**config.mk**
```make
export PLATFORM = sky130hd
export DESIGN_NAME = lane_align_ctrl_flat
export DESIGN_NICKNAME = d
export VERILOG_FILES = /design/src/rtl/lane_align_ctrl_pkg.sv /design/src/rtl/lane_align_ctrl_if.sv /design/src/rtl/lane_pattern_checker.sv /design/src/rtl/lane_align_ctrl.sv /design/src/flat_wrapper.sv
export SDC_FILE = /design/constraint.sdc
export NUM_CORES = 1
export LEC_CHECK = 0
export BUFFER_PORTS_ARGS = -buffer_cell sky130_fd_sc_hd__buf_2
export CORE_MARGIN = 5
export CORE_UTILIZATION = 31
export DETAILED_ROUTE_END_ITERATION = 6
export PLACE_DENSITY_LB_ADDON = 0.1
export RECOVER_POWER = 25
export SKIP_CTS_REPAIR_TIMING = 1
export SLEW_MARGIN = 10
export SYNTH_ARGS = -nofsm -noshare
export SYNTH_HDL_FRONTEND = slang
export SYNTH_SLANG_ARGS = --single-unit
export TNS_END_PERCENT = 100
```
**constraint.sdc**
```tcl
create_clock -name dco_clk -period 6.66 [get_ports dco_clk]
set_input_delay 0 -clock dco_clk [delete_from_list [all_inputs] [get_ports dco_clk]]
set_output_delay 0 -clock dco_clk [all_outputs]
set_load 0.05 [all_outputs]
```
**src/rtl/lane_align_ctrl_pkg.sv**
```systemverilog
// Shared types and default parameters for the lane alignment controller.
package lane_align_pkg;

    typedef enum logic [2:0] {
        IDLE,
        SETTLE,
        CHECK,
        SLIP,
        NEXT,
        DONE
    } align_state_t;

    localparam int   DEF_LANES         = 8;
    localparam int   DEF_SETTLE_CYCLES = 4;
    localparam int   DEF_CHECK_CYCLES  = 16;
    localparam int   DEF_MAX_TRIES     = 3;
    localparam logic DEF_TRAIN_RISE    = 1'b1;

    // Index width that never collapses to zero bits for a single lane.
    function automatic int idx_width(input int n);
        return (n > 1) ? $clog2(n) : 1;
    endfunction

endpackage

```
**src/rtl/lane_align_ctrl_if.sv**
```systemverilog
// Bus between the alignment controller, the slip datapath and the bring-up sequencer.
interface lane_align_ctrl_if
    import lane_align_pkg::*;
#(
    parameter int LANES = DEF_LANES
);
    logic             start;
    logic             abort;
    logic [LANES-1:0] lane_rise;
    logic [LANES-1:0] lane_fall;
    logic [LANES-1:0] bitslip_pulse;
    logic             busy;
    logic             done;
    logic [LANES-1:0] locked;
    logic [LANES-1:0] fail;

    modport master (
        output start, abort, lane_rise, lane_fall,
        input  bitslip_pulse, busy, done, locked, fail
    );

    modport slave (
        input  start, abort, lane_rise, lane_fall,
        output bitslip_pulse, busy, done, locked, fail
    );
endinterface

```
**src/rtl/lane_pattern_checker.sv**
```systemverilog
// Counts training-pattern and inverted-pattern hits on the selected lane over one window.
module lane_pattern_checker
    import lane_align_pkg::*;
#(
    parameter int   CHECK_CYCLES = DEF_CHECK_CYCLES,
    parameter logic TRAIN_RISE   = DEF_TRAIN_RISE,
    localparam int  CW           = $clog2(CHECK_CYCLES + 1)
) (
    input  logic          dco_clk,
    input  logic          rst,
    input  logic          rise,
    input  logic          fall,
    input  logic          clear,
    input  logic          sample,
    output logic [CW-1:0] match_cnt,
    output logic [CW-1:0] inv_cnt,
    output logic          all_match,
    output logic          all_inv
);
    localparam logic [CW-1:0] FULL = CW'(CHECK_CYCLES);

    logic          hit_match, hit_inv;
    logic [CW-1:0] match_nxt, inv_nxt;

    // Flags fold in the current sample so the last window cycle sees a complete count.
    always_comb begin
        hit_match = sample && (rise == TRAIN_RISE)  && (fall == ~TRAIN_RISE) && (match_cnt != FULL);
        hit_inv   = sample && (rise == ~TRAIN_RISE) && (fall == TRAIN_RISE)  && (inv_cnt != FULL);
        match_nxt = match_cnt + CW'(hit_match);
        inv_nxt   = inv_cnt + CW'(hit_inv);
        all_match = (match_nxt == FULL);
        all_inv   = (inv_nxt == FULL);
    end

    always_ff @(posedge dco_clk) begin
        if (rst || clear) begin
            match_cnt <= '0;
            inv_cnt   <= '0;
        end else begin
            match_cnt <= match_nxt;
            inv_cnt   <= inv_nxt;
        end
    end
endmodule

```
**src/rtl/lane_align_ctrl.sv**
```systemverilog
// Training-time alignment controller: walks the lanes, checks the pattern, requests slips.
module lane_align_ctrl
    import lane_align_pkg::*;
#(
    parameter int   LANES         = DEF_LANES,
    parameter int   SETTLE_CYCLES = DEF_SETTLE_CYCLES,
    parameter int   CHECK_CYCLES  = DEF_CHECK_CYCLES,
    parameter int   MAX_TRIES     = DEF_MAX_TRIES,
    parameter logic TRAIN_RISE    = DEF_TRAIN_RISE
) (
    input  logic              dco_clk,
    input  logic              rst,
    lane_align_ctrl_if.slave  bus
);
    localparam int IW = idx_width(LANES);
    localparam int SW = $clog2(SETTLE_CYCLES + 1);
    localparam int TW = $clog2(MAX_TRIES + 1);
    localparam int CW = $clog2(CHECK_CYCLES + 1);

    align_state_t     state, state_nxt;
    logic [IW-1:0]    idx, idx_nxt;
    logic [TW-1:0]    tries, tries_nxt;
    logic [SW-1:0]    settle_cnt, settle_nxt;
    logic [CW-1:0]    check_cnt, check_nxt;
    logic [LANES-1:0] locked_q, locked_nxt;
    logic [LANES-1:0] fail_q, fail_nxt;
    logic [LANES-1:0] pulse_q, pulse_nxt;
    logic             busy_q, done_q;

    logic             lane_r, lane_f;
    logic             all_match, all_inv;
    logic [CW-1:0]    match_cnt, inv_cnt;
    logic             unused_cnt_bits;

    assign lane_r = bus.lane_rise[idx];
    assign lane_f = bus.lane_fall[idx];

    lane_pattern_checker #(
        .CHECK_CYCLES (CHECK_CYCLES),
        .TRAIN_RISE   (TRAIN_RISE)
    ) u_checker (
        .dco_clk   (dco_clk),
        .rst       (rst),
        .rise      (lane_r),
        .fall      (lane_f),
        .clear     (state == SETTLE),
        .sample    (state == CHECK),
        .match_cnt (match_cnt),
        .inv_cnt   (inv_cnt),
        .all_match (all_match),
        .all_inv   (all_inv)
    );

    // Only the flags steer the FSM; the raw counts are for observation.
    assign unused_cnt_bits = ^{match_cnt, inv_cnt};

    always_comb begin
        state_nxt  = state;
        idx_nxt    = idx;
        tries_nxt  = tries;
        settle_nxt = settle_cnt;
        check_nxt  = check_cnt;
        locked_nxt = locked_q;
        fail_nxt   = fail_q;

        case (state)
            IDLE: begin
                if (bus.start && !bus.abort) begin
                    locked_nxt = '0;
                    fail_nxt   = '0;
                    idx_nxt    = '0;
                    tries_nxt  = '0;
                    settle_nxt = '0;
                    state_nxt  = SETTLE;
                end
            end
            SETTLE: begin
                if (settle_cnt == SW'(SETTLE_CYCLES - 1)) begin
                    settle_nxt = '0;
                    check_nxt  = '0;
                    state_nxt  = CHECK;
                end else begin
                    settle_nxt = settle_cnt + SW'(1);
                end
            end
            CHECK: begin
                if (check_cnt == CW'(CHECK_CYCLES - 1)) begin
                    check_nxt = '0;
                    if (all_match) begin
                        locked_nxt[idx] = 1'b1;
                        state_nxt       = NEXT;
                    end else if (tries == TW'(MAX_TRIES - 1)) begin
                        fail_nxt[idx] = 1'b1;
                        state_nxt     = NEXT;
                    end else if (all_inv) begin
                        state_nxt = SLIP;
                    end else begin
                        tries_nxt = tries + TW'(1);
                        state_nxt = SETTLE;
                    end
                end else begin
                    check_nxt = check_cnt + CW'(1);
                end
            end
            SLIP: begin
                tries_nxt = tries + TW'(1);
                state_nxt = SETTLE;
            end
            NEXT: begin
                if (idx == IW'(LANES - 1)) begin
                    state_nxt = DONE;
                end else begin
                    idx_nxt   = idx + IW'(1);
                    tries_nxt = '0;
                    state_nxt = SETTLE;
                end
            end
            DONE:    state_nxt = IDLE;
            default: state_nxt = IDLE;
        endcase

        // Abort drops the in-flight decision but keeps status earned on earlier lanes.
        if (bus.abort && state != IDLE) begin
            state_nxt  = IDLE;
            locked_nxt = locked_q;
            fail_nxt   = fail_q;
            settle_nxt = '0;
            check_nxt  = '0;
        end

        pulse_nxt = '0;
        if (state_nxt == SLIP)
            pulse_nxt = LANES'(1) << idx_nxt;
    end

    always_ff @(posedge dco_clk) begin
        if (rst) begin
            state      <= IDLE;
            idx        <= '0;
            tries      <= '0;
            settle_cnt <= '0;
            check_cnt  <= '0;
            locked_q   <= '0;
            fail_q     <= '0;
            pulse_q    <= '0;
            busy_q     <= 1'b0;
            done_q     <= 1'b0;
        end else begin
            state      <= state_nxt;
            idx        <= idx_nxt;
            tries      <= tries_nxt;
            settle_cnt <= settle_nxt;
            check_cnt  <= check_nxt;
            locked_q   <= locked_nxt;
            fail_q     <= fail_nxt;
            pulse_q    <= pulse_nxt;
            busy_q     <= (state_nxt != IDLE);
            done_q     <= (state_nxt == DONE);
        end
    end

    assign bus.bitslip_pulse = pulse_q;
    assign bus.busy          = busy_q;
    assign bus.done          = done_q;
    assign bus.locked        = locked_q;
    assign bus.fail          = fail_q;
endmodule

```
**src/flat_wrapper.sv**
```systemverilog
// flat-port wrapper written by rule: the top's interface ports become plain ports
module lane_align_ctrl_flat import lane_align_pkg::*;
#(
    parameter int   LANES         = DEF_LANES,
    parameter int   SETTLE_CYCLES = DEF_SETTLE_CYCLES,
    parameter int   CHECK_CYCLES  = DEF_CHECK_CYCLES,
    parameter int   MAX_TRIES     = DEF_MAX_TRIES,
    parameter logic TRAIN_RISE    = DEF_TRAIN_RISE
)
  (dco_clk, rst, bus_start, bus_abort, bus_lane_rise, bus_lane_fall, bus_bitslip_pulse, bus_busy, bus_done, bus_locked, bus_fail);
  lane_align_ctrl_if #(.LANES(LANES)) bus_i ();
  input  logic dco_clk;
  input  logic rst;
  input wire logic [$bits(bus_i.start)-1:0] bus_start;
  input wire logic [$bits(bus_i.abort)-1:0] bus_abort;
  input wire logic [$bits(bus_i.lane_rise)-1:0] bus_lane_rise;
  input wire logic [$bits(bus_i.lane_fall)-1:0] bus_lane_fall;
  output wire logic [$bits(bus_i.bitslip_pulse)-1:0] bus_bitslip_pulse;
  output wire logic [$bits(bus_i.busy)-1:0] bus_busy;
  output wire logic [$bits(bus_i.done)-1:0] bus_done;
  output wire logic [$bits(bus_i.locked)-1:0] bus_locked;
  output wire logic [$bits(bus_i.fail)-1:0] bus_fail;
  assign bus_i.start = bus_start;
  assign bus_i.abort = bus_abort;
  assign bus_i.lane_rise = bus_lane_rise;
  assign bus_i.lane_fall = bus_lane_fall;
  assign bus_bitslip_pulse = bus_i.bitslip_pulse;
  assign bus_busy = bus_i.busy;
  assign bus_done = bus_i.done;
  assign bus_locked = bus_i.locked;
  assign bus_fail = bus_i.fail;
  lane_align_ctrl #(.LANES(LANES), .SETTLE_CYCLES(SETTLE_CYCLES), .CHECK_CYCLES(CHECK_CYCLES), .MAX_TRIES(MAX_TRIES), .TRAIN_RISE(TRAIN_RISE)) u_core (.dco_clk(dco_clk), .rst(rst), .bus(bus_i));
endmodule
```
==> impl_metrics.yaml <==
outcome:
  status: "complete, no violations"
drt:
  drt_first_pass_iters: 4
  viasPerCell: 5.12
  finalWirelength_mm: 6.24
  drc: 0
  final_antenna_net_count: 0
  wire_per_inst_um: 14.7
  vias: 2177
  drt_iter0_markers: 77
cts:
  insertion_delay_ns: 0.31
  root_buffer: "clkbuf_8"
  max-clock-path-buffers: 2
  htreeDepth: 2
  cts.sink_count: 52
  cts_buffers: 5
  cts.clk_slew.worst_paths_ns: 0.09
  tritoncts: "built"
layout:
  final_common_cell: "dfxtp_1"
  antenna_cells: 0
  layout_common_cells: "52 x dfxtp_1, 37 x nor2_1, 26 x buf_2, 19 x clkbuf_1, 16 x nand2_1"
  area_delta_synth_final_pct: 15.4
  final_nets: 350
  drive_above_1_share_pct: 15.5
floorplanning:
  start_util_pct: 32.1
  io_pins: 46
  coreArea_sq_mm: 0.00781
  rows: 32
  die_h_um: 99.9
  die_x_um: 99.9
  die_area_sq_mm: 0.00998
placement:
  gp_congestion: 0.779
  dpl_worst_slack_ns: 2.83
  port_buffers: 45
  hpwl_mm: 4.69
power_and_ir_drop:
  comb_power_share_pct: 6.6
  switchingPower_w: 0.000134
  power_density_mw_per_mm2: 202
  swShare_pct: 23.0
  pwr-share-clk_pct: 39.5
  p_seq_share_pct: 53.8
  leakage_nw: 1.12
  intPower_w: 0.000449
  max-vdd-ir-drop_v: 0.0000927
hold_path:
  hold_path_class: "in -> reg"
setup_path:
  reg2reg_slack_ns: 2.77
  critical-path-max-stage-delay_ns: 0.75
  critPathBufInv: 1
  crit_top_cell: "nor2_1"
  critPathTopFamily: "compound AO/OA/AOI/OAI gates"
  path_cells: "inv_1 -> nor2_1 -> a22o_1 -> a211oi_1 -> a2111oi_0 -> ha_1 -> ha_1 -> nor2_1 -> o2bb2ai_1 -> a311oi_1 -> nand4bb_1 -> nor2_1"
  crit_path_top_delay_cell: "dfxtp_1"
  critPathKind: "reg -> reg"
  critPathRequiredTime_ns: 6.91
  end_kind: "flip-flop"
  critPathArrivalTime_ns: 4.14
  cp_max_fo: 20
  crit_path_start_kind: "flip-flop"
flow_run:
  maxCapViolCount: 0
synthesis:
  synth.avg_cell_area_sq_um: 8.85
  synth_edf_count: 0
  syn_nets: 311
  ys_seq_elements: 52
  ys.flop_type: "dfxtp_1"
  syn_inst: 283
  ys_seq_area_share_pct: 41.6
  synth_area_sq_mm: 0.00250
  ys_types: 54
  async_flop_share_pct: 0
  synth_warnings: 0
timing:
  slew_violations: 0
  fmax_mhz: 257
  period_minus_slack_ns: 3.89
  fin_crit_sh_pct: 58.3
  skew_ns: 0.00498
  rsz0062_at_grt: "no"
  worst_pin_slew_ns: 0.799
  relSlewSlack_pct: 46.6
  fin_ws_ns: 2.77
  setup_viol: 0
  setup-tns-final_ns: 0
  final-hold-violation-count: 0
grt:
  grt_overflow_total: 0
  grt_max_degree: 21
  grt_pass1_wl_mm: 9.90
  grt_pass1_vias: 2022
  grt_util_all_layers_pct: 12.5
  antenna_found_initial: 0
==> cells in the mapped netlist (2+ instances only) <==
library cell,n,area share (%)
a31o_1,2,0.70
a32o_1,4,1.6
and3_1,10,2.5
o21ai_0,8,1.6
ha_1,8,4.0
mux2_2,3,1.3
mux2i_1,2,0.80
nor3_1,12,2.4
nor2_1,37,5.5
a22oi_1,3,0.90
a31oi_1,5,1.2
clkbuf_1,10,1.5
xor2_1,4,1.4
nor3b_2,2,1.0
nor3b_1,7,2.1
a211oi_1,6,1.8
dfxtp_1,52,42
a2111oi_0,2,0.70
and2_1,3,0.75
or2_2,3,0.75
a22o_1,7,2.4
nand3_1,12,2.4
a21oi_1,13,2.6
buf_6,2,0.90
nand4_1,5,1.2
nand2_1,16,2.4
nand3b_1,3,0.90
nand2b_1,3,0.75
inv_1,11,1.6
xnor2_1,4,1.4
==> stage by stage <==
stage	instance area [sq um]	utilization (%)	instances	power, W	hold slack, ns
after floorplan	2500	-	283	0.000347	0.207
after global placement	2790	35.8	417	0.000360	0.364
after detailed placement	2790	35.8	417	0.000361	0.362
after CTS	2910	37.3	425	0.000592	0.0353
after global routing	2890	37.0	425	0.000611	0.0363
final	2890	37.0	425	0.000584	0.0338
==> power groups by stage <==
stage | Sequential, W | Combinational, W | Clock (W)
final | 0.000314 | 0.0000385 | 0.000231
after global routing | 0.000315 | 0.0000425 | 0.000253
after detailed placement | 0.000321 | 0.0000391 | 0
after floorplan | 0.000324 | 0.0000227 | 0
after CTS | 0.000314 | 0.0000391 | 0.000238
after global placement | 0.000321 | 0.0000389 | 0
==> worst paths after layout <==
path,start,to,cells past startpoint
worst max register to register,u_core.idx[0]$_SDFF_PP0_,u_core.bus.bitslip_pulse[6]$_SDFF_PP0_,12
worst min-delay path,rst,u_core.idx[2]$_SDFF_PP0_,2
worst min register to register,u_core.settle_cnt[2]$_SDFFE_PP0P_,u_core.settle_cnt[2]$_SDFFE_PP0P_,2
worst max-delay path,u_core.idx[0]$_SDFF_PP0_,u_core.bus.bitslip_pulse[6]$_SDFF_PP0_,12
==> cell families after synthesis <==
logic type,count (synthesis),share of synthesized area [%]
simple gates,123,26.3
buf+inv,24,4.25
compound gates,62,18.5
fa+ha+maj,9,4.40
xor+xnor,8,2.80
mux,5,2.15
flops,52,41.6
==> layout make-up <==
type                            count  area, sq um
Fill cell                         822         4920
Multi-Input combinational cell    207         1360
Sequential cell                    52         1040
Timing Repair Buffer               45          201
Tap cell                          102          128
Clock buffer                        6         82.6
Inverter                           11         41.3
Clock inverter                      2         38.8
==> state kept, by name, indices dropped and copies added (netlist names) <==
signal	flops
u_core.u_checker.inv_cnt	5
u_core.idx	3
u_core.bus.fail	8
u_core.bus.done	1
u_core.bus.bitslip_pulse	8
u_core.settle_cnt	3
u_core.state	3
u_core.bus.busy	1
u_core.check_cnt	5
u_core.u_checker.match_cnt	5
u_core.bus.locked	8
u_core.tries	2
==> routing by layer <==
layer  global-route usage, %  routed length [um]  share of wire [%]
met5                       0                   0                  0
met2                    19.2                2700                 43
met3                    3.47                 262                4.2
met1                    17.0                3200                 51
met4                    3.78                  74                1.2
==> worst reg2reg max path, stage by stage, from the launching register on <==
cell       delay [ns]
dfxtp_1          0.75
inv_1            0.30
nor2_1           0.31
a22o_1           0.18
a211oi_1         0.10
a2111oi_0        0.41
ha_1             0.26
ha_1             0.23
nor2_1           0.06
o2bb2ai_1        0.17
a311oi_1         0.57
nand4bb_1        0.32
nor2_1           0.17
Power figures use the tool's default switching activity.
